## config.mk

```make
export PLATFORM = sky130hd
export DESIGN_NAME = fetch_unit
export DESIGN_NICKNAME = d
export VERILOG_FILES = /design/src/rtl/fetch_unit.sv
export SDC_FILE = /design/constraint.sdc
export NUM_CORES = 1
export LEC_CHECK = 0
export BUFFER_PORTS_ARGS = -buffer_cell sky130_fd_sc_hd__clkbuf_2
export CORE_MARGIN = 2
export CORE_UTILIZATION = 39
export CTS_BUF_LIST = sky130_fd_sc_hd__clkbuf_4 sky130_fd_sc_hd__clkbuf_8 sky130_fd_sc_hd__clkbuf_16
export CTS_CLUSTER_DIAMETER = 30
export DETAILED_ROUTE_END_ITERATION = 16
export HOLD_SLACK_MARGIN = 0.03
export MAX_ROUTING_LAYER = met4
export SYNTH_ARGS = -nofsm -noshare
export SYNTH_HDL_FRONTEND = slang
export SYNTH_SLANG_ARGS = --single-unit
export TNS_END_PERCENT = 5
```

## constraint.sdc

```tcl
create_clock -name clk -period 4.89 [get_ports clk]
set_clock_uncertainty 0.15 [all_clocks]
set_input_delay 0.489 -clock clk [delete_from_list [all_inputs] [get_ports clk]]
set_output_delay 0.489 -clock clk [all_outputs]
set_load 0.1 [all_outputs]
```

## src/rtl/fetch_unit.sv

```systemverilog
// Instruction fetch stage: PC register, instruction memory address, and a small {pc, instr} FIFO toward decode.
// Optional vector pre-classification is enabled by defining FETCH_VEC_DETECT_EN.
module fetch_unit #(
   parameter logic [31:0] RESET_PC   = 32'h0000_0000,
   parameter int          FIFO_DEPTH = 4
) (
   input  logic                            clk,
   input  logic                            reset,
   output logic [31:0]                     imem_addr,
   input  logic [31:0]                     imem_instr,
   input  logic                            redirect_valid,
   input  logic [31:0]                     redirect_pc,
   input  logic                            fetch_halt,
   output logic                            out_valid,
   input  logic                            out_ready,
   output logic [31:0]                     out_instr,
   output logic [31:0]                     out_pc,
   output logic                            out_is_vector,
   output logic [$clog2(FIFO_DEPTH):0]     fifo_count
);

   localparam int          PTR_W = $clog2(FIFO_DEPTH);
   localparam int          CNT_W = PTR_W + 1;
   localparam logic [31:0] NOP   = 32'h0000_0013;

   logic [31:0]      pc_reg, pc_next;
   logic [PTR_W-1:0] head_reg, head_next;
   logic [PTR_W-1:0] tail_reg, tail_next;
   logic [CNT_W-1:0] count_reg, count_next;

   logic [31:0] pc_mem    [FIFO_DEPTH];
   logic [31:0] instr_mem [FIFO_DEPTH];

   logic pop;
   logic push_ok;
   logic full;

   assign out_valid  = (count_reg != '0);
   assign full       = (count_reg == CNT_W'(FIFO_DEPTH));
   assign pop        = out_valid & out_ready;
   // A pop in the same cycle frees the slot this cycle's push lands in.
   assign push_ok    = !fetch_halt && !redirect_valid && (!full || pop);
   assign imem_addr  = pc_reg;
   assign fifo_count = count_reg;

   always_comb begin
      pc_next    = pc_reg;
      head_next  = head_reg;
      tail_next  = tail_reg;
      count_next = count_reg;
      if (redirect_valid) begin
         pc_next    = {redirect_pc[31:2], 2'b00};
         head_next  = '0;
         tail_next  = '0;
         count_next = '0;
      end else begin
         if (push_ok) begin
            pc_next   = pc_reg + 32'd4;
            tail_next = tail_reg + PTR_W'(1);
         end
         if (pop) begin
            head_next = head_reg + PTR_W'(1);
         end
         case ({push_ok, pop})
            2'b10:   count_next = count_reg + CNT_W'(1);
            2'b01:   count_next = count_reg - CNT_W'(1);
            default: count_next = count_reg;
         endcase
      end
   end

   always_ff @(posedge clk or posedge reset) begin
      if (reset) begin
         pc_reg    <= RESET_PC;
         head_reg  <= '0;
         tail_reg  <= '0;
         count_reg <= '0;
      end else begin
         pc_reg    <= pc_next;
         head_reg  <= head_next;
         tail_reg  <= tail_next;
         count_reg <= count_next;
      end
   end

   // Payload storage carries no reset; validity is governed by count_reg alone.
   always_ff @(posedge clk) begin
      if (push_ok) begin
         pc_mem[tail_reg]    <= pc_reg;
         instr_mem[tail_reg] <= imem_instr;
      end
   end

   assign out_instr = out_valid ? instr_mem[head_reg] : NOP;
   assign out_pc    = out_valid ? pc_mem[head_reg]    : 32'h0000_0000;

`ifdef FETCH_VEC_DETECT_EN
   logic vec_mem [FIFO_DEPTH];
   logic push_is_vec;

   // OP-V, or LOAD-FP/STORE-FP with a vector width encoding in funct3.
   always_comb begin
      push_is_vec = 1'b0;
      if (imem_instr[6:0] == 7'h57) begin
         push_is_vec = 1'b1;
      end else if ((imem_instr[6:0] == 7'h07) || (imem_instr[6:0] == 7'h27)) begin
         case (imem_instr[14:12])
            3'd0, 3'd5, 3'd6, 3'd7: push_is_vec = 1'b1;
            default:                push_is_vec = 1'b0;
         endcase
      end
   end

   always_ff @(posedge clk) begin
      if (push_ok) begin
         vec_mem[tail_reg] <= push_is_vec;
      end
   end

   assign out_is_vector = out_valid & vec_mem[head_reg];
`else
   assign out_is_vector = 1'b0;
`endif

endmodule

```

==> flow_metrics.py, run 1 <==
metrics = {
    "cells_and_area": {
        "syn2layout_area_growth_pct": 34.1,
        "largest_register": "instr_mem",
        "final_design_area_no_fill_um2": 15600,
        "area_taken_by_multi_input_logic_gates_um2": 3090,
        "layout.area.seq_um2": 8380,
        "largest_register_ffs": 128,
        "final_nets": 994,
        "final.fill_count": 2442,
        "final_cell_count_no_fill": 1359,
        "drive_above_1_share": 0.376,
    },
    "clock_network": {
        "cts_inserted_buffers": 60,
        "quantity_of_gates_resized_following_cts": 0,
        "insertion_delay_ps": 570,
        "numClockSinks": 285,
        "level_count_of_the_clock_h_tree": 2,
        "cts_tree": "built",
        "clk_pin_slew_ps": 40,
        "cts_setup_buffers": 0,
        "clock_tree.root_cell": "clkbuf_16",
        "clk_path_buf_depth": 3,
    },
    "route": {
        "drt_wl_total_mm": 27.1,
        "detail-route-antenna-nets": 0,
        "vias": 6992,
        "detailedRoute.firstIterationViolations": 465,
        "route.detailed.wl_per_inst_um": 19.9,
        "route.detailed.drc": 0,
        "drt_first_pass_iters": 4,
        "avgViaCountPerCell": 5.14,
    },
    "grt": {
        "grt_max_degree": 64,
        "grt.overflow.total": 0,
        "grt_antenna_before_repair": 0,
        "groute.usage.overall": 0.182,
        "first_pass_grt_wire_length_mm": 42.0,
        "vias_in_the_first_global_route": 7332,
    },
    "synthesis": {
        "post_synth.cell_area_avg_um2": 17.6,
        "synth_ff_type": "edfxtp_1",
        "synth_seq_cells": 285,
        "yosys_warnings": 0,
        "postSynthCellCount": 662,
        "ys_types": 52,
        "postSynth.asyncResetShare": 0.130,
        "summed_instance_area_of_the_synthesized_netlist_um2": 11600,
        "fraction_of_the_yosys_area_taken_by_sequential_cells": 0.719,
        "synth_edf_count": 248,
    },
    "floorplanning": {
        "rows": 63,
        "chip_height_um": 177,
        "die_width_um": 177,
        "start_util": 0.394,
        "io_pins": 170,
        "die_footprint_um2": 31300,
        "core_area_um2": 29600,
    },
    "sta": {
        "fin_worst_hold_slack_ps": 62.6,
        "finalCriticalPeriod_ps": 3560,
        "fmaxAchievable_mhz": 281,
        "max_slew_violation_count": 0,
        "setup_total_negative_slack_ps": 0,
        "timing.final.hold_violations": 0,
        "setup_violations": 0,
        "rsz0062_at_grt": "false",
        "timing.max_slew.rel_slack": 0.307,
        "setup_ws_ps": 1330,
        "tightestPinTransition_ps": 1040,
        "timing.final.crit_share": 0.729,
    },
    "critical_path": {
        "worst_r2r_path_depth": 4,
        "critPathLaunch": "fifo_count[0]",
        "timing.critical_path.slowest_stage_cell": "nor3_1",
        "setup.reg_to_reg.worst_slack_ps": 2080,
        "worst_path_largest_cell_delay_ps": 530,
        "cp_max_fo": 33,
        "launch_instance_of_the_worst_register_to_register_path": "fifo_count[0]",
        "timing.critical_path.to_type": "output port",
        "crit_chain": "nor3_1, inv_2, buf_4, and2_1, clkbuf_2",
        "worstSetupStartpointType": "register",
        "crit_required_ps": 4250,
        "setup.worst_path.class": "register to output port",
        "timing.critical_path.arrival_ps": 2930,
    },
    "power": {
        "ir_worst_vdd_uv": 320,
        "powerDensity_nw_per_um2": 597,
        "p_leak_nw": 5.70,
    },
    "place": {
        "place_hpwl_mm": 16.2,
        "port-buffer-count": 162,
        "post-place-cells": 1192,
        "placement.setup.worst_slack_ps": 1800,
        "globalplace.congestion": 0.783,
        "post_dp_cell_area_um2": 13000,
    },
    "hold_path": {
        "holdCritPathClass": "primary input to register",
        "hold_path_stages": 3,
        "holdCritStartpoint": "redirect_pc[23]",
    },
    "run_status": {
        "status": "completed",
    },
    "flow_run": {
        "max_cap_violations": 0,
    },
}
## Yosys cell counts (all sizes together), types with 4 or more instances
cell type | n | area (um^2)
nor2 | 21 | 78.8
mux4 | 62 | 1400
o21ai | 10 | 50.1
o31ai | 5 | 42.5
buf | 14 | 80.1
clkbuf | 22 | 82.6
nor3 | 5 | 30.0
nand4 | 12 | 96.3
or2 | 5 | 31.3
ha | 5 | 62.6
edfxtp | 248 | 7450
o311ai | 12 | 105
nor4 | 5 | 31.3
o211ai | 14 | 105
and2 | 65 | 407
nand2 | 41 | 154
or4 | 4 | 37.5
or3 | 5 | 32.5
nand3 | 23 | 115
inv | 11 | 41.3
dfrtp | 37 | 926
## critical path: cells and delay by family (launching register included)
kind                   cells  cell delay [ps]
buffers and inverters      3             1140
AND/OR/NAND/NOR            2              740
flip-flops                 1              470
## power by group
part | internal (mW) | leakage (nW) | switching (mW)
clock | 2.84 | 1.04 | 1.28
sequential | 2.79 | 2.71 | 0.156
combinational | 0.487 | 1.95 | 1.77
## through the flow
| step | utilization | total power [mW] |
|---|---|---|
| 4_1_cts | 0.528 | 9.42 |
| 6_report | 0.528 | 9.32 |
| 2_1_floorplan | - | 4.80 |
| 3_5_place_dp | 0.438 | 5.24 |
| 3_3_place_gp | 0.438 | 5.22 |
| 5_1_grt | 0.528 | 9.64 |
## worst paths after layout
path,endpoint
hold / removal,imem_addr[23]
setup reg to reg,imem_addr[10]
hold reg to reg,tail_reg[0]
min in group asynchronous,imem_addr[28]
max in group asynchronous,head_reg[1]
setup / recovery,out_pc[13]
## per-layer routing
metal  track usage  part of all wire  up-vias
met5             -                 0        -
met4        0.0503             0.016        0
met3        0.0350             0.056       51
met2         0.295              0.49      234
met1         0.235              0.43     3539
li1              -                 -     3168
## layout make-up
cell class                 instances  share of cell area
sequential                       285               0.537
timing repair buffer             227              0.0960
clock inverter                    41              0.0339
antenna                            1            0.000160
multi-input combinational        334               0.198
inverter                          11             0.00264
tap                              390              0.0312
clock buffer                      70               0.101
## placed cells by master, fill, tap and decap left out, drive strengths merged, types with 3 or more instances in the layout
master	count
a21oi	3
dlygate4sd3	55
nand2b	3
clkinv	24
or4	4
bufinv	10
xnor2	3
o21ai	10
a31oi	3
o31ai	5
and2	65
ha	5
nand4	12
or3	5
o311ai	12
xor2	3
nor4	5
nor2	21
mux4	62
o211ai	14
dfrtp	37
buf	10
edfxtp	248
conb	5
clkinvlp	5
or2	5
nand2	41
clkbuf	232
nand3	23
nor3	5
inv	13
## logic make-up (layout without fill, tap and decap cells)
group                    count (synthesis)  in the layout  synth area share
AO/OA/AOI/OAI                           55             55            0.0348
XOR/XNOR                                 6              6           0.00451
adder cells (fa/ha/maj)                  6              6           0.00709
buffers and inverters                   47            349            0.0175
flip-flops                             285            285             0.719
multiplexers                            64             64             0.122
other                                    1              6          0.000322
AND/OR/NAND/NOR                        198            198            0.0952
## timing repair
action                                  4_1_cts  5_1_grt
hold buffers                                 55        0
hold endpoints to repair                    187        0
endpoints found under the setup margin        0        0
(Power assumes the default switching activity.)
==> run 2: changes to the inputs <==
- clock period: 4.89 -> 3 ns (I/O delays scaled with it)
==> run 2 against run 1 <==
- non-clock buffer count grew 38
- wire length grew 2.9%
- clock power grew 67%
- worst setup slack lost 1100 ps
- critical path type unchanged
==> flow_metrics.py, run 2 (same netlist as run 1, synthesis figures left out) <==
metrics = {
    "cells_and_area": {
        "largest_register_ffs": 128,
        "final_nets": 1029,
        "final_design_area_no_fill_um2": 16900,
        "layout.core_utilization": 0.573,
        "final_cell_mix": "edfxtp_1, clkbuf_2, buf_12",
        "antenna_cells_inserted": 0,
        "mostFrequentLayoutCell": "edfxtp_1",
        "drive_above_1_share": 0.385,
        "largest_register": "instr_mem",
        "final_cell_count_no_fill": 1390,
        "syn2layout_area_growth_pct": 45.4,
    },
    "route": {
        "route.detailed.wl_per_inst_um": 20.1,
        "avgViaCountPerCell": 5.15,
        "drt_wl_total_mm": 27.9,
        "route.detailed.drc": 0,
        "detail-route-antenna-nets": 0,
        "detailedRoute.firstIterationViolations": 500,
        "met2_wire_length_mm": 13.7,
        "wl_met1_mm": 12.1,
        "vias": 7155,
        "drt_first_pass_iters": 5,
        "maxUsedRoutingLayer": "met4",
        "route.met3.wl_mm": 1.65,
    },
    "floorplanning": {
        "io_pins": 170,
        "rows": 63,
        "core_area_um2": 29600,
        "die_width_um": 177,
        "start_util": 0.394,
        "die_footprint_um2": 31300,
        "chip_height_um": 177,
    },
    "sta": {
        "tightestPinTransition_ps": 649,
        "setup_total_negative_slack_ps": 0,
        "fin_worst_hold_slack_ps": 193,
        "timing.final.hold_violations": 0,
        "setup_ws_ps": 188,
        "timing.final.crit_share": 0.937,
        "fmaxAchievable_mhz": 356,
        "max_slew_violation_count": 0,
        "rsz0062_at_grt": "false",
        "setup_violations": 0,
        "timing.max_slew.rel_slack": 0.567,
        "finalCriticalPeriod_ps": 2810,
    },
    "grt": {
        "groute.usage.overall": 0.187,
        "grt.overflow.total": 0,
        "grt_max_degree": 62,
        "first_pass_grt_wire_length_mm": 43.1,
        "vias_in_the_first_global_route": 7523,
        "grt_antenna_before_repair": 0,
    },
    "clock_network": {
        "clk_path_buf_depth": 3,
        "level_count_of_the_clock_h_tree": 2,
        "cts_inserted_buffers": 57,
        "clk_pin_slew_ps": 50,
        "insertion_delay_ps": 550,
        "numClockSinks": 285,
        "clock_tree.root_cell": "clkbuf_16",
        "cts_tree": "built",
    },
    "critical_path": {
        "cp_max_fo": 28,
        "crit_top_cell": "buf_12",
        "timing.critical_path.to_type": "output port",
        "cp.buffers_inverters": 2,
        "worst_path_largest_cell_delay_ps": 570,
        "timing.critical_path.slowest_stage_cell": "dfrtp_4",
        "setup.worst_path.class": "register to output port",
        "crit_required_ps": 2550,
        "crit_chain": "buf_12, mux4_2, and2_1, buf_12",
        "worstSetupStartpointType": "register",
        "timing.critical_path.max_delay_family": "flip-flops",
        "timing.critical_path.arrival_ps": 2360,
    },
    "power": {
        "power.switching_fraction": 0.330,
        "power_mw": 16.3,
        "ir_worst_vdd_uv": 573,
        "powerDensity_nw_per_um2": 963,
        "power.share.clock": 0.421,
        "power.combinational.fraction": 0.290,
        "p_leak_nw": 6.14,
        "power.net_switching_mw": 5.38,
        "seq_power_share": 0.289,
        "cellInternalPower_mw": 10.9,
    },
    "flow_run": {
        "max_cap_violations": 0,
    },
    "run_status": {
        "status": "completed",
    },
    "place": {
        "post_dp_cell_area_um2": 14100,
        "globalplace.congestion": 0.848,
        "placement.setup.worst_slack_ps": 484,
        "place_hpwl_mm": 17.1,
        "post-place-cells": 1219,
        "port-buffer-count": 162,
    },
    "hold_path": {
        "holdCritPathClass": "primary input to register",
    },
}
-- run 2: changes by cell type in the layout (fill, tap and decap cells not counted), moves of 2 or more --
cell           delta
clkinv_4          -3
clkbuf_16         -2
buf_12           +67
bufinv_16         +4
clkbuf_2         -60
buf_4            +20
inv_6             +8
dlygate4sd3_1    +11
clkinv_2          -6
clkbuf_4          -5
-- run 2: power groups by stage --
stage               sequential (mW)  clock, mW  combinational (mW)
finish                         4.72       6.86                4.72
CTS                            4.72       6.96                4.77
detailed placement             4.79          0                4.69
floorplan                      5.09          0                2.74
global route                   4.74       7.17                4.91
global placement               4.78          0                4.67
-- run 2: worst reg2reg max path, cell delays in order (launching register included) --
cell	delay (ps)
dfrtp_1	550
nand4_2	240
or4_4	630
or4_4	560
o211ai_1	190
nand2b_1	70
-- run 2: path summary, 6_finish.rpt --
path                              startpoint            end  slack [ps]  cells past startpoint
worst max-delay path             head_reg[0]     out_pc[14]         190                      4
min in group asynchronous              reset  fifo_count[1]         290                      4
worst max register to register  imem_addr[4]  imem_addr[31]         490                      5
worst min register to register   tail_reg[0]    tail_reg[0]         440                      1
worst min-delay path              fetch_halt   imem_addr[5]         190                      3
max in group asynchronous              reset    head_reg[0]        2010                      4
-- run 2: per-layer routing --
metal	up-vias	track usage
met2	237	0.298
met1	3648	0.247
met3	36	0.0402
met4	0	0.0479
li1	3234	-
met5	-	-
-- run 2: timing repair --
action,4_1_cts,5_1_grt
resized for setup,1,0
endpoints found under the setup margin,6,0
endpoints found under the hold margin,197,0
setup buffers,0,0
hold buffers,66,0
-- run 2: cell type report --
type,instances,area (um^2)
clock buffers,62,1480
clock inverters,43,643
fillers,2301,12600
inverters,11,43.8
multi-input cells,334,3090
flip-flops and latches,285,8380
well taps,390,488
repair buffers,265,2800
==> run 3: changes to the inputs <==
- PLACE_DENSITY_LB_ADDON: unset -> 0.12
==> run 3 against run 2 <==
- final area fell by 0.61%
- clock power is 1% lower
- wire length increased by 1.9%
- critical path depth fell by 1
- global-route usage rose by 0.35 points
- flip-flop and latch count stayed put
- sequential share of layout area up 0.29 points
- sequential power about the same
- final cell count decreased by 0.29%
- register-to-register slack got worse by 20 ps
- core utilization is 0.35 points lower
- combinational power is essentially flat
- critical path type unchanged
- largest cell class unchanged
- largest power group unchanged
==> flow_metrics.py, run 3 (same netlist as run 1, synthesis figures left out) <==
metrics = {
    "power": {
        "seq_power_share": 0.292,
        "p_leak_nw": 6.09,
        "power.switching_fraction": 0.330,
        "power.share.clock": 0.418,
        "cellInternalPower_mw": 10.9,
        "powerDensity_nw_per_um2": 964,
        "power.combinational.fraction": 0.290,
        "power.net_switching_mw": 5.35,
        "ir_worst_vdd_uv": 525,
        "power_mw": 16.2,
    },
    "clock_network": {
        "cts_tree": "built",
        "numClockSinks": 285,
        "clock_tree.root_cell": "clkbuf_16",
        "cts_setup_buffers": 0,
        "cts_inserted_buffers": 58,
        "clk_path_buf_depth": 3,
        "insertion_delay_ps": 550,
        "level_count_of_the_clock_h_tree": 2,
        "clk_pin_slew_ps": 40,
    },
    "route": {
        "drt_wl_total_mm": 28.4,
        "detail-route-antenna-nets": 0,
        "vias": 7272,
        "route.detailed.wl_per_inst_um": 20.5,
        "detailedRoute.firstIterationViolations": 576,
        "avgViaCountPerCell": 5.25,
        "drt_first_pass_iters": 5,
        "route.detailed.drc": 0,
    },
    "sta": {
        "timing.final.hold_violations": 0,
        "tightestPinTransition_ps": 964,
        "max_slew_violation_count": 0,
        "timing.final.crit_share": 0.960,
        "setup_ws_ps": 119,
        "fmaxAchievable_mhz": 347,
        "finalCriticalPeriod_ps": 2880,
        "rsz0062_at_grt": "false",
        "timing.max_slew.rel_slack": 0.357,
        "setup_violations": 0,
        "fin_worst_hold_slack_ps": 133,
    },
    "floorplanning": {
        "chip_height_um": 177,
        "die_footprint_um2": 31300,
        "start_util": 0.394,
        "rows": 63,
        "die_width_um": 177,
        "io_pins": 170,
        "core_area_um2": 29600,
    },
    "hold_path": {
        "holdCritPathClass": "primary input to register",
    },
    "flow_run": {
        "max_cap_violations": 0,
    },
    "place": {
        "placement.setup.worst_slack_ps": 511,
        "port-buffer-count": 162,
        "globalplace.congestion": 0.826,
        "place_hpwl_mm": 17.7,
        "post_dp_cell_area_um2": 14100,
    },
    "grt": {
        "groute.usage.overall": 0.191,
        "grt.overflow.total": 0,
        "grt_antenna_before_repair": 0,
        "vias_in_the_first_global_route": 7783,
        "first_pass_grt_wire_length_mm": 44.1,
        "grt_max_degree": 34,
    },
    "cells_and_area": {
        "final_design_area_no_fill_um2": 16800,
        "layout.core_utilization": 0.569,
        "final_cell_mix": "edfxtp_1, clkbuf_2, buf_12",
        "largest_register": "instr_mem",
        "mostFrequentLayoutCell": "edfxtp_1",
        "largest_register_ffs": 128,
        "antenna_cells_inserted": 0,
        "syn2layout_area_growth_pct": 44.5,
        "drive_above_1_share": 0.384,
        "final_nets": 1024,
    },
    "critical_path": {
        "setup.worst_path.class": "register to output port",
        "timing.critical_path.to_type": "output port",
        "worstSetupStartpointType": "register",
        "timing.critical_path.arrival_ps": 2430,
        "crit_required_ps": 2550,
        "cp_max_fo": 15,
    },
    "run_status": {
        "status": "completed",
    },
}
[run 3: cell type report]
type | count | area [um^2]
repair buffers | 259 | 2720
inverters | 11 | 43.8
clock inverters | 44 | 599
multi-input cells | 334 | 3090
flip-flops and latches | 285 | 8380
fillers | 2322 | 12700
clock buffers | 63 | 1510
well taps | 390 | 488
[run 3: critical path, stage by stage (launching register included)]
cell and delay, ps:
dfrtp_4 650, mux4_2 540, or2_2 310, clkbuf_2 380
[run 3: what timing repair did]
action,in CTS,in global routing
endpoints found under the setup margin,0,11
endpoints found under the hold margin,183,0
resized for setup,0,3
hold buffers,64,0
[run 3: path summary, 6_finish.rpt]
path,from,endpoint,slack [ps],cells after the start
max,head_reg[0],out_instr[4],120,3
min,redirect_valid,imem_addr[12],130,4
max reg2reg,imem_addr[3],imem_addr[16],470,6
min reg2reg,tail_reg[0],tail_reg[0],430,1
max in group asynchronous,reset,imem_addr[7],1520,4
min in group asynchronous,reset,fifo_count[0],390,3
[run 3: per-layer routing]
| layer | up-vias | GRT usage | routed length (um) |
|---|---|---|---|
| li1 | 3222 | - | - |
| met4 | 0 | 0.0634 | 724 |
| met2 | 285 | 0.307 | 13900 |
| met1 | 3703 | 0.239 | 11800 |
| met5 | - | - | 0 |
| met3 | 62 | 0.0464 | 2000 |
[run 3: per-stage QoR]
stage	TNS, ps	cells
floorplan	-62790	666
detailed placement	0	1215
finish	0	1386
global placement	0	1215
CTS	0	1386
global route	0	1386
[run 3: power by group through the flow]
stage | Combinational [mW] | Sequential, mW | Clock (mW)
6_report | 4.71 | 4.73 | 6.78
5_1_grt | 4.88 | 4.76 | 7.09
4_1_cts | 4.75 | 4.74 | 6.88
3_5_place_dp | 4.67 | 4.81 | 0
3_3_place_gp | 4.65 | 4.78 | 0
2_1_floorplan | 2.74 | 5.09 | 0
